File: config.mk
export PLATFORM = sky130hd
export DESIGN_NAME = pipe_rca
export DESIGN_NICKNAME = d
export VERILOG_FILES = /design/src/rtl/pipe_rca.sv
export SDC_FILE = /design/constraint.sdc
export NUM_CORES = 1
export LEC_CHECK = 0
export BUFFER_PORTS_ARGS = -buffer_cell sky130_fd_sc_hd__buf_2
export CAP_MARGIN = 10
export CORE_ASPECT_RATIO = 0.9
export CORE_MARGIN = 4
export CORE_UTILIZATION = 52
export CTS_CLUSTER_SIZE = 25
export DETAILED_ROUTE_END_ITERATION = 10
export HOLD_SLACK_MARGIN = 0.05
export PLACE_DENSITY = 0.86
export SLEW_MARGIN = 20
export SYNTH_ARGS = -nofsm -noshare
export SYNTH_HDL_FRONTEND = slang
export SYNTH_SLANG_ARGS = --single-unit
export TNS_END_PERCENT = 5
File: constraint.sdc
create_clock -name clk -period 1.87 [get_ports clk]
set_clock_uncertainty 0.15 [all_clocks]
set_input_delay 0.0935 -clock clk [delete_from_list [all_inputs] [get_ports clk]]
set_output_delay 0.0935 -clock clk [all_outputs]
set_load 0.01 [all_outputs]
File: src/rtl/pipe_rca.sv
// pipe_rca -- pipelined ripple-carry adder/subtractor.
//
// The WIDTH-bit operands are split into SEG-bit segments; stage k resolves
// segment k and registers its carry for stage k+1, so the carry chain in any
// one cycle is only SEG bits long. Operand segments not yet consumed travel in
// skew registers, and finished partial sums travel in deskew registers, so a
// whole result leaves the last stage at once. Latency is STAGES = WIDTH/SEG
// cycles, and throughput is one beat per cycle.
//
// Ports:
//   clk        rising-edge clock
//   rst_n      asynchronous active-low reset
//   in_valid   input beat valid
//   in_ready   block accepts an input beat this cycle
//   in_a       operand A
//   in_b       operand B
//   in_cin     carry-in (ignored when in_sub=1)
//   in_sub     1: A - B, computed as A + ~B + 1
//   out_valid  result beat valid
//   out_ready  downstream accepts the result
//   out_sum    result
//   out_cout   carry-out of the MSB (for subtract, 1 = no borrow)
//   out_ovf    signed overflow; present only when PIPE_RCA_OVF_EN is defined
//
// Optional feature macro: PIPE_RCA_OVF_EN adds out_ovf.

module pipe_rca #(
    parameter int WIDTH = 16,
    parameter int SEG   = 4
) (
    input  logic             clk,
    input  logic             rst_n,
    input  logic             in_valid,
    output logic             in_ready,
    input  logic [WIDTH-1:0] in_a,
    input  logic [WIDTH-1:0] in_b,
    input  logic             in_cin,
    input  logic             in_sub,
    output logic             out_valid,
    input  logic             out_ready,
    output logic [WIDTH-1:0] out_sum,
    output logic             out_cout
`ifdef PIPE_RCA_OVF_EN
    ,
    output logic             out_ovf
`endif
);

    localparam int STAGES = WIDTH / SEG;

    function automatic logic [SEG:0] seg_add(input logic [SEG-1:0] a,
                                             input logic [SEG-1:0] b,
                                             input logic           c);
        return {1'b0, a} + {1'b0, b} + {{SEG{1'b0}}, c};
    endfunction

    logic             adv;
    logic [WIDTH-1:0] b_eff;
    logic             c0;

    // Stage inputs: stage 0 takes the port values, stage k takes stage k-1's registers.
    logic [WIDTH-1:0] a_cur [STAGES];
    logic [WIDTH-1:0] b_cur [STAGES];
    logic [WIDTH-1:0] s_cur [STAGES];
    logic             c_cur [STAGES];
    logic             v_cur [STAGES];

    // Values each stage will register.
    logic [WIDTH-1:0] nsum  [STAGES];
    logic             ncar  [STAGES];

    // Pipeline registers, one set per stage.
    logic [WIDTH-1:0] a_p   [STAGES];
    logic [WIDTH-1:0] b_p   [STAGES];
    logic [WIDTH-1:0] sum_p [STAGES];
    logic             c_p   [STAGES];
    logic             vld_p [STAGES];

    // The whole pipeline moves together; it freezes only when the output
    // holds a result that downstream has not taken.
    assign adv      = !out_valid || out_ready;
    assign in_ready = adv;

    assign b_eff = in_sub ? ~in_b : in_b;
    assign c0    = in_sub ? 1'b1 : in_cin;

    always_comb begin
        logic [SEG:0] res;
        res = '0;
        a_cur[0] = in_a;
        b_cur[0] = b_eff;
        s_cur[0] = '0;
        c_cur[0] = c0;
        v_cur[0] = in_valid;
        for (int k = 1; k < STAGES; k++) begin
            a_cur[k] = a_p[k-1];
            b_cur[k] = b_p[k-1];
            s_cur[k] = sum_p[k-1];
            c_cur[k] = c_p[k-1];
            v_cur[k] = vld_p[k-1];
        end
        for (int k = 0; k < STAGES; k++) begin
            res = seg_add(a_cur[k][k*SEG +: SEG], b_cur[k][k*SEG +: SEG], c_cur[k]);
            nsum[k] = s_cur[k];
            nsum[k][k*SEG +: SEG] = res[SEG-1:0];
            ncar[k] = res[SEG];
        end
    end

    // ---- stage registers (segment k resolved into stage k) ----
    always_ff @(posedge clk or negedge rst_n) begin
        if (!rst_n) begin
            for (int k = 0; k < STAGES; k++) begin
                vld_p[k] <= 1'b0;
                a_p[k]   <= '0;
                b_p[k]   <= '0;
                sum_p[k] <= '0;
                c_p[k]   <= 1'b0;
            end
        end else if (adv) begin
            for (int k = 0; k < STAGES; k++) begin
                vld_p[k] <= v_cur[k];
                a_p[k]   <= a_cur[k];
                b_p[k]   <= b_cur[k];
                sum_p[k] <= nsum[k];
                c_p[k]   <= ncar[k];
            end
        end
    end

    assign out_valid = vld_p[STAGES-1];
    assign out_sum   = sum_p[STAGES-1];
    assign out_cout  = c_p[STAGES-1];

`ifdef PIPE_RCA_OVF_EN
    logic ovf_p;
    logic msb_cin;

    // Carry into the MSB is recovered from a ^ b ^ sum at that bit.
    assign msb_cin = a_cur[STAGES-1][WIDTH-1] ^ b_cur[STAGES-1][WIDTH-1]
                   ^ nsum[STAGES-1][WIDTH-1];

    // ---- overflow register, aligned with the last stage ----
    always_ff @(posedge clk or negedge rst_n) begin
        if (!rst_n) begin
            ovf_p <= 1'b0;
        end else if (adv) begin
            ovf_p <= msb_cin ^ ncar[STAGES-1];
        end
    end

    assign out_ovf = ovf_p;
`endif

endmodule

==> out/qor.yml <==
numClockSinks: 96
cts-htree-levels: 3
cts.path.max_buffers: 2
routed-via-count: 3117
synth_top_family_by_area: "simple AND/OR/NAND/NOR gates"
io_pins: 57
slew_violations: 0
period_minus_slack_ps: 1840
timing.critical_path.from_type: "flop"
tns_ps: 0
total_power_mw: 7.72
crit_type: "reg2reg"
rows: 30
rr_endpoint: "out_cout$_DFFE_PN0P_"
clk_pin_slew_ps: 110
critPathRequiredTime_ps: 1990
postPlaceCellArea_um2: 4610
ys_ff_latch: 96
timing.hold.ws_ps: 104
syn-instance-count: 448
reg2reg_depth: 5
synthXorXnorAreaFrac_pct: 4.74
totalWireLength_um: 8370
fmax_mhz: 543
firstDrtPassIters: 4
multiInputGateArea_um2: 1670
power_leakage_nw: 2.68
die_h_um: 93.7
fin_area_um2: 5130
grt_first_pass_wirelength_um: 14100
area_growth_pct: 20.8
path_max_fanout: 2
cts_tree: "done"
wl_per_cell_um: 13.2
syn_area_um2: 4250
drt_iter0_drc: 103
route.detailed.drc: 0
layout.cells.most_common_list: "nand2_1 (220), dfrtp_1 (96), buf_2 (55)"
grt_max_degree: 41
grtUsageTotal_pct: 19.0
synthMuxAreaShare_pct: 0
crit_arrival_ps: 1970
port_buffers: 56
syn_area_per_cell_um2: 9.48
reg2reg_slack_ps: 30
gp_congestion: 0.825
max-slew-margin-rel_pct: 72.2
hold_violations: 0
maxCapViolations: 0
p_per_area_nw_per_um2: 1500
clkLatencyLatePin_ps: 380
ff_latch_area_um2: 2400
synth_compound_gate_area_share_pct: 5.54
ant_nets: 0
cp_num_buf_inv: 0
ys_seq_area_share_pct: 56.6
cp_top_family: "adder cells"
status: "finished, final reports clean"
crit_slowest_cell: "dfrtp_1"
rsz0062_at_grt: "true"
tightest_slew_ps: 416
peakVddDrop_v: 0.000769
nFillCells: 609
finalCritPeriodShare_pct: 98.5
layout_commonest_cell: "nand2_1"
yosys.area_share.adder_pct: 7.31
crit_path_cell_trace: "fa_2 -> fa_2 -> a21o_1 -> a21oi_2 -> a21oi_1"
holdPathStages: 5
grt_antenna_before_repair: 0
slowest_delay_ps: 420
crit_top_cell: "fa_2"
r2r-start: "a_cur[12]$_DFFE_PN0P_"
dp_hpwl_um: 5680
cts_buffers: 9
grt_pass1_vias: 3123
vias_per_cell: 4.91
synthesis.nets: 506
synthSimpleGateAreaFrac_pct: 21.2
overflow: 0
hp-class: "in2reg"
root_buffer: "clkbuf_8"
hold_end: "c_cur[2]$_DFFE_PN0P_"
yosysWarnings: 0
drive_gt1_share_pct: 17.1
die_w_um: 103
finalSetupViolCount: 0
holdCritStartpoint: "in_b[3]"
core-area_um2: 7730
start_util_pct: 54.9
final_util_pct: 66.3
crit_path_end_kind: "flop"
die_area_um2: 9680
nNetsFinal: 591
synth_cell_types: 21
-- what timing repair did --
item                       4_1_cts  5_1_grt
hold endpoints to repair       125        0
setup endpoints to repair        2        2
buffers inserted                 0        0
pin swaps                        1        4
hold buffers                    30        0
gates resized for setup          3        2
-- logic make-up after synthesis --
family	count (synthesis)
AO/OA/AOI/OAI	44
XOR/XNOR	23
adder cells (fa/ha/maj)	20
buffers and inverters	31
flip-flops	96
AND/OR/NAND/NOR	234
-- area by class of cell --
class                           count  share of cell area [%]
Sequential cell                    96                    46.8
Clock buffer                        9                    2.41
Clock inverter                      7                    1.49
Timing Repair Buffer               97                    13.7
Inverter                            8                   0.634
Multi-Input combinational cell    321                    32.5
Tap cell                           96                    2.34
Antenna cell                        1                  0.0488
-- Yosys cell counts --
| library cell | number | area [um2] |
|---|---|---|
| a21o_1 | 6 | 45.0 |
| a21oi_1 | 13 | 65.1 |
| buf_2 | 9 | 45.0 |
| buf_4 | 8 | 60.1 |
| buf_6 | 5 | 56.3 |
| clkbuf_2 | 1 | 5.00 |
| dfrtp_1 | 96 | 2400 |
| fa_1 | 8 | 160 |
| ha_1 | 12 | 150 |
| inv_1 | 7 | 26.3 |
| inv_4 | 1 | 6.26 |
| nand2_1 | 220 | 826 |
| nand2b_1 | 1 | 6.26 |
| nor2_1 | 9 | 33.8 |
| nor2b_1 | 2 | 12.5 |
| nor2b_4 | 1 | 13.8 |
| o21ai_0 | 21 | 105 |
| o21ai_1 | 4 | 20.0 |
| or2_2 | 1 | 6.26 |
| xnor2_1 | 13 | 114 |
| xor2_1 | 10 | 87.6 |
-- worst max path at each step --
stage,start,end,slack (ps),cells past startpoint
after global placement,in_sub,nsum[34]$_DFFE_PN0P_,-60,7
after detailed placement,in_sub,nsum[34]$_DFFE_PN0P_,-140,7
after global routing,a_cur[12]$_DFFE_PN0P_,out_sum[14]$_DFFE_PN0P_,-50,5
final,a_cur[12]$_DFFE_PN0P_,out_cout$_DFFE_PN0P_,30,5
after floorplan,in_sub,c_cur[2]$_DFFE_PN0P_,-130,8
after CTS,c_cur[0]$_DFFE_PN0P_,out_cout$_DFFE_PN0P_,20,5
-- worst reg2reg max path, cell delays in order (launching register included) --
cell,delay [ps]
dfrtp_1,420
fa_2,420
fa_2,370
a21o_1,170
a21oi_2,130
a21oi_1,80
-- per-stage QoR --
stage,setup WS [ps],std cells
final,27.9,635
after global routing,-53.6,634
after CTS,16.4,634
after detailed placement,-136,588
after global placement,-61.5,588
after floorplan,-133,448
-- power breakdown --
group	internal [mW]	switching, mW
Sequential	3.00	0.529
Clock	0.536	0.815
Combinational	1.24	1.60
-- state kept, by name (all words and copies together) (netlist names) --
| name | flops |
|---|---|
| out_valid | 1 |
| v_cur | 3 |
| nsum | 24 |
| b_cur | 24 |
| out_cout | 1 |
| c_cur | 3 |
| out_sum | 16 |
| a_cur | 24 |
-- metal layers --
layer	share of wire [%]	track usage, %	routed length [um]	up-vias
met1	43	23.7	3610	1470
met5	0	0	0	-
met3	4.8	4.97	398	11
met4	1.5	6.90	129	0
met2	51	31.7	4230	73
li1	-	-	-	1563
No activity file was read; power rests on OpenSTA's default activity.
